[config.mk]
export PLATFORM = sky130hd
export DESIGN_NAME = mem_op_sequencer
export DESIGN_NICKNAME = d
export VERILOG_FILES = /design/src/rtl/mem_op_sequencer_pkg.sv /design/src/rtl/mem_op_sequencer_mem_wait_timer.sv /design/src/rtl/mem_op_sequencer.sv
export SDC_FILE = /design/constraint.sdc
export NUM_CORES = 1
export LEC_CHECK = 0
export CAP_MARGIN = 20
export CORE_MARGIN = 1.5
export CORE_UTILIZATION = 36
export CTS_CLUSTER_DIAMETER = 150
export DETAILED_ROUTE_END_ITERATION = 7
export PLACE_DENSITY = 0.88
export SYNTH_ARGS = -nofsm -noshare
export SYNTH_HDL_FRONTEND = slang
export SYNTH_SLANG_ARGS = --single-unit
[constraint.sdc]
create_clock -name Clock_i -period 2.14 [get_ports Clock_i]
set_input_delay 0.321 -clock Clock_i [delete_from_list [all_inputs] [get_ports Clock_i]]
set_output_delay 0.321 -clock Clock_i [all_outputs]
set_load 0.005 [all_outputs]
[src/rtl/mem_op_sequencer_pkg.sv]
// Shared opcode, ALU-select and state encodings for the memory-op control sequencer.
package mem_op_sequencer_pkg;

    localparam logic [4:0] OP_LDW  = 5'b00000;
    localparam logic [4:0] OP_LDWI = 5'b00001;
    localparam logic [4:0] OP_STW  = 5'b00010;
    localparam logic [4:0] OP_ADDI = 5'b01011;
    localparam logic [4:0] OP_NOP  = 5'b11001;
    localparam logic [4:0] OP_HALT = 5'b11010;

    localparam logic [4:0] ALU_ADD = 5'b00011;

    typedef enum logic [3:0] {
        S_RST  = 4'd0,
        S_T0   = 4'd1,
        S_T1   = 4'd2,
        S_T2   = 4'd3,
        S_T3   = 4'd4,
        S_T4   = 4'd5,
        S_T5   = 4'd6,
        S_T6   = 4'd7,
        S_T7   = 4'd8,
        S_HALT = 4'd9
    } state_e;

    // Instruction class captured at dispatch; selects the T5..T7 behaviour.
    typedef enum logic [1:0] {
        CLS_IMM = 2'd0,
        CLS_LD  = 2'd1,
        CLS_ST  = 2'd2
    } cls_e;

endpackage

[src/rtl/mem_op_sequencer_mem_wait_timer.sv]
// Wait-state counter: zero on entry to a memory state, counts while held, flags the last cycle.
module mem_wait_timer #(
    parameter int MEM_WAIT = 0
) (
    input  logic       clk_i,
    input  logic       rst_ni,
    input  logic       clr_i,
    input  logic       inc_i,
    output logic [3:0] cnt_o,
    output logic       last_o
);

    logic [3:0] cnt_q, cnt_d;

    always_comb begin
        cnt_d = cnt_q;
        if (clr_i)      cnt_d = '0;
        else if (inc_i) cnt_d = cnt_q + 4'd1;
    end

    always_ff @(posedge clk_i or negedge rst_ni) begin
        if (!rst_ni) cnt_q <= '0;
        else         cnt_q <= cnt_d;
    end

    assign cnt_o  = cnt_q;
    assign last_o = (cnt_q == 4'(MEM_WAIT));

endmodule

[src/rtl/mem_op_sequencer.sv]
// Moore control sequencer driving the datapath strobes for fetch, ldw, ldwi, stw, addi, nop, halt.
module mem_op_sequencer
    import mem_op_sequencer_pkg::*;
#(
    parameter int IR_W      = 32,
    parameter int OPCODE_W  = 5,
    parameter int MEM_WAIT  = 0,
    parameter int ALU_SEL_W = 5
) (
    input  logic                 Clock_i,
    input  logic                 Clear_i,
    input  logic [IR_W-1:0]      ir_i,
    output logic                 PCout_o,
    output logic                 IncPC_o,
    output logic                 PC_enable_o,
    output logic                 MAR_enable_o,
    output logic                 MDR_read_o,
    output logic                 MDR_enable_o,
    output logic                 MDRout_o,
    output logic                 IR_enable_o,
    output logic                 RAM_write_o,
    output logic                 Gra_o,
    output logic                 Grb_o,
    output logic                 BAout_o,
    output logic                 R_in_o,
    output logic                 R_out_o,
    output logic                 Cout_o,
    output logic                 Y_enable_o,
    output logic                 ZLowIn_o,
    output logic                 ZLowout_o,
    output logic [ALU_SEL_W-1:0] alu_op_o,
    output logic                 inst_done_o,
    output logic                 illegal_op_o,
    output logic                 halted_o,
    output logic [3:0]           state_o
);

    state_e     state_q, state_d;
    cls_e       cls_q, cls_d;
    logic [3:0] wcnt;
    logic       wlast, wait_st, hold;
    logic [4:0] opc;
    logic       unused_ir;

    assign opc       = 5'(ir_i[IR_W-1 -: OPCODE_W]);
    assign unused_ir = ^ir_i[IR_W-OPCODE_W-1:0];

    // Memory-access states that stretch to MEM_WAIT+1 cycles.
    assign wait_st = (state_q == S_T1)
                   || (state_q == S_T6 && cls_q == CLS_LD)
                   || (state_q == S_T7 && cls_q == CLS_ST);
    assign hold    = wait_st && !wlast;

    mem_wait_timer #(.MEM_WAIT(MEM_WAIT)) u_wait (
        .clk_i  (Clock_i),
        .rst_ni (Clear_i),
        .clr_i  (!hold),
        .inc_i  (hold),
        .cnt_o  (wcnt),
        .last_o (wlast)
    );

    always_ff @(posedge Clock_i or negedge Clear_i) begin
        if (!Clear_i) begin
            state_q <= S_RST;
            cls_q   <= CLS_IMM;
        end else begin
            state_q <= state_d;
            cls_q   <= cls_d;
        end
    end

    always_comb begin
        state_d = state_q;
        cls_d   = cls_q;
        unique case (state_q)
            S_RST: state_d = S_T0;
            S_T0:  state_d = S_T1;
            S_T1:  if (wlast) state_d = S_T2;
            S_T2: begin
                case (opc)
                    OP_LDW:          begin state_d = S_T3; cls_d = CLS_LD;  end
                    OP_LDWI, OP_ADDI: begin state_d = S_T3; cls_d = CLS_IMM; end
                    OP_STW:          begin state_d = S_T3; cls_d = CLS_ST;  end
                    OP_HALT:         state_d = S_HALT;
                    default:         state_d = S_T0;
                endcase
            end
            S_T3:   state_d = S_T4;
            S_T4:   state_d = S_T5;
            S_T5:   state_d = (cls_q == CLS_IMM) ? S_T0 : S_T6;
            S_T6:   if (cls_q == CLS_ST || wlast) state_d = S_T7;
            S_T7:   if (cls_q == CLS_LD || wlast) state_d = S_T0;
            S_HALT: state_d = S_HALT;
            default: state_d = S_RST;
        endcase
    end

    always_comb begin
        PCout_o      = 1'b0;
        IncPC_o      = 1'b0;
        PC_enable_o  = 1'b0;
        MAR_enable_o = 1'b0;
        MDR_read_o   = 1'b0;
        MDR_enable_o = 1'b0;
        MDRout_o     = 1'b0;
        IR_enable_o  = 1'b0;
        RAM_write_o  = 1'b0;
        Gra_o        = 1'b0;
        Grb_o        = 1'b0;
        BAout_o      = 1'b0;
        R_in_o       = 1'b0;
        R_out_o      = 1'b0;
        Cout_o       = 1'b0;
        Y_enable_o   = 1'b0;
        ZLowIn_o     = 1'b0;
        ZLowout_o    = 1'b0;
        alu_op_o     = '0;
        inst_done_o  = 1'b0;
        illegal_op_o = 1'b0;
        halted_o     = 1'b0;
        unique case (state_q)
            S_T0: begin
                PCout_o      = 1'b1;
                MAR_enable_o = 1'b1;
                IncPC_o      = 1'b1;
                ZLowIn_o     = 1'b1;
            end
            S_T1: begin
                ZLowout_o    = 1'b1;
                MDR_read_o   = 1'b1;
                PC_enable_o  = (wcnt == 4'd0);
                MDR_enable_o = wlast;
            end
            S_T2: begin
                MDRout_o    = 1'b1;
                IR_enable_o = 1'b1;
                case (opc)
                    OP_NOP: inst_done_o = 1'b1;
                    OP_LDW, OP_LDWI, OP_STW, OP_ADDI, OP_HALT: ;
                    default: illegal_op_o = 1'b1;
                endcase
            end
            S_T3: begin
                Grb_o      = 1'b1;
                BAout_o    = 1'b1;
                Y_enable_o = 1'b1;
            end
            S_T4: begin
                Cout_o   = 1'b1;
                ZLowIn_o = 1'b1;
                alu_op_o = ALU_SEL_W'(ALU_ADD);
            end
            S_T5: begin
                ZLowout_o = 1'b1;
                if (cls_q == CLS_IMM) begin
                    Gra_o       = 1'b1;
                    R_in_o      = 1'b1;
                    inst_done_o = 1'b1;
                end else begin
                    MAR_enable_o = 1'b1;
                end
            end
            S_T6: begin
                if (cls_q == CLS_LD) begin
                    MDR_read_o   = 1'b1;
                    MDR_enable_o = wlast;
                end else begin
                    // MDR_read low steers the bus into the MDR for the store.
                    Gra_o        = 1'b1;
                    R_out_o      = 1'b1;
                    MDR_enable_o = 1'b1;
                end
            end
            S_T7: begin
                MDRout_o = 1'b1;
                if (cls_q == CLS_LD) begin
                    Gra_o       = 1'b1;
                    R_in_o      = 1'b1;
                    inst_done_o = 1'b1;
                end else begin
                    RAM_write_o = 1'b1;
                    inst_done_o = wlast;
                end
            end
            S_HALT: halted_o = 1'b1;
            default: ;
        endcase
    end

    assign state_o = state_q;

endmodule

==> impl_results.md <==
- GP Congestion: 0.7987
- Post-synth ARST share: 100.0%
- Fmax: 0.4604 GHz
- Sw power: 766.6 uW
- Post-synth EDFFs: 0
- Worst-Skew Late Latency: 0.26 ns
- Combinational power share: 73.6%
- IO Port Bufs: 33
- Sum Neg Setup Slack: -0.04177 ns
- Slew @ Worst Pin: 0.5000 ns
- # IOs: 64
- Ant diodes: 0
- Total GRT Usage: 23.64%
- Pre-Repair DR Iteration Count: 4
- Setup crit start kind: register
- Min Hold Slack: 0.3793 ns
- Mapped Avg Cell Area: 8.154 sq um
- Inst Count DP: 186
- Synth-to-Final Area Change: 69.18%
- Initial DRC count: 47
- Clock sink count: 10
- H-tree levels: 1
- Worst-path clk slew: 0.07 ns
- Average vias per placed instance: 5.604
- Count of final setup violators: 2
- Seq cells post-synth: 10
- Ys Warns: 0
- Grt total ovfl: 0
- Leakage: 0.0008478 uW
- Clock network power share: 7.0%
- Final Max Tran Viols: 0
- Critical Path AT: 1.85 ns
- Hold Violations, Final: 0
- RSZ-0062 raised after global routing: true
- Worst setup margin: -0.03207 ns
- Crit path max fanout: 2
- Initial antenna violation count: 0
- Die H: 54.70 um
- Die Area: 0.002992 sq mm
- CTS root buffer: clkbuf_4
- Failing checks: setup timing
- WL/cell: 17.41 um
- Routed Antenna Nets: 0
- VDD IR-drop max: 0.7682 mV
- Core ar.: 0.002500 sq mm
- Max Cap Violations: 0
- Mapped Cells: 118
- Relative slew slack: 66.20%
- Die width: 54.70 um
- Outcome: finished, violations left
- Final HPWL DP: 2.143 mm
- Largest net degree at the start of global routing: 17
- Layout cells sized above 1: 39.53%
- CTS tree: done
- Fin crit period: 2.172 ns
- Worst-case clock skew: 0.002264 ns
- Hold Path Class: in -> async
- Sw Share: 41.39%
- Layout Cells excl Fill: 202
- Fin crit share: 101.5%
- Internal power: 1086 uW
- First-pass GRT wire length: 4.981 mm
- # DRC: 0
- CTS Buf Count: 3
- Post-synth cell types: 43
- Sequential share of the synthesized area: 26.01%
- Sequential Power Share: 19.4%
- Final wirelength: 3.517 mm
- Vias in the first global route: 1105
- Total Power: 1852 uW
- Worst EP required: 1.82 ns
- Post-Syn Area: 962.2 sq um
- WS Path Type: reg -> out
- Starting Density: 38.49%
- Via count: 1132
- Top_reg_cell synth: dfrtp_1
- # rows: 18
- Pwr dens: 1138 mW/mm^2
- # nets final: 210
- Filler Cells Inserted: 204
- Maximum root-to-sink buffer count: 2
- Worst setup EP type: output pin
[metal layers]
metal	GRT usage (%)	routed length, um	part of all wire [%]	vias to the layer above
met4	16.67	161	4.6	0
met5	0	0	0	-
met2	39.29	1812	52	62
met3	6.557	243	6.9	19
li1	-	-	-	509
met1	25.58	1299	37	542
[logic make-up (layout without fill, tap and decap cells)]
kind of cell	after synthesis	in the layout	share of synthesized area, %
simple gates	51	51	33.42
compound gates	25	25	17.43
fa+ha+maj	2	2	2.600
mux	3	3	3.121
flops	10	10	26.01
other cells	1	3	0.3897
xor+xnor	3	3	2.731
buf+inv	23	75	14.30
[cell type report]
type                    count  area (sq um)  area share (%)
clock buffers               3         22.52           1.384
multi-input cells          87         688.2           42.28
well taps                  30         37.54           2.306
repair buffers             65         595.6           36.59
flip-flops and latches     10         257.7           15.83
inverters                   7         26.28           1.614
[critical path, stage by stage, from the launching register on]
cell and delay, ns:
dfrtp_1 0.38, inv_1 0.07, ha_2 0.17, or3b_4 0.39, or3_1 0.33, a21oi_2 0.12, buf_2 0.13
[synthesized netlist by cell type (3+ instances only)]
master | count | share of area (%)
nand3_1 | 3 | 1.6
nor2_1 | 12 | 4.7
o21ai_1 | 3 | 1.6
dfrtp_1 | 10 | 26
a21oi_1 | 6 | 3.1
or3_1 | 4 | 2.6
o221ai_1 | 3 | 2.7
nand2b_1 | 9 | 5.9
buf_4 | 8 | 6.2
buf_2 | 5 | 2.6
mux2i_1 | 3 | 3.1
nand2_1 | 6 | 2.3
inv_1 | 7 | 2.7
[flip-flops by register name, summed over array words and instances, names as in the netlist]
register and flops:
state_o 4, u_wait.cnt_o 4, cls_q 2
[through the flow]
step	cell area (sq um)	util [%]	setup slack, ns
2_1_floorplan	969.7	-	0.3081
3_3_place_gp	1369	54.75	-0.08044
3_5_place_dp	1369	54.75	-0.1808
4_1_cts	1505	60.21	-0.04446
5_1_grt	1628	65.12	-0.1148
6_report	1628	65.12	-0.03207
[timing repair]
action | in CTS | in global routing
endpoints found under the setup margin | 21 | 19
pin swaps | 5 | 3
buffers inserted | 7 | 6
resized for setup | 36 | 28
hold buffers | 0 | 0
[power by group through the flow]
stage,combinational [uW],sequential [uW],clock (uW)
finish,1360,359,130
global route,1460,360,144
CTS,1170,338,130
detailed placement,1030,331,0
global placement,1000,323,0
floorplan,553,272,0
[worst paths after layout]
check | from | end | slack [ns] | cells after the start
hold / removal | Clear_i | state_o[2] | 0.38 | 1
max in group asynchronous | Clear_i | state_o[0] | 1.40 | 1
hold reg to reg | u_wait.cnt_o[0] | u_wait.cnt_o[0] | 0.53 | 2
min in group Clock_i | u_wait.cnt_o[0] | u_wait.cnt_o[0] | 0.53 | 2
setup reg to reg | u_wait.cnt_o[1] | state_o[1] | 0.29 | 7
setup / recovery | u_wait.cnt_o[1] | MDR_enable_o | -0.03 | 6
[layout by cell type, fill, tap and decap left out, types with 3 or more instances in the layout]
master | netlist | routed
buf_4 | 8 | 27
clkdlybuf4s50_1 | 0 | 15
nor2_1 | 12 | 10
dlymetal6s2s_1 | 0 | 9
inv_1 | 7 | 6
nand2b_1 | 9 | 6
dfrtp_1 | 10 | 6
nand2_1 | 6 | 5
a21oi_1 | 6 | 4
dlygate4sd2_1 | 0 | 4
buf_6 | 2 | 4
nand2b_4 | 0 | 3
o21ai_1 | 3 | 3
mux2i_1 | 3 | 3
conb_1 | 1 | 3
clkbuf_4 | 0 | 3
buf_2 | 5 | 3
dfrtp_2 | 0 | 3
Note: power is estimated with default switching activity, not from simulation.
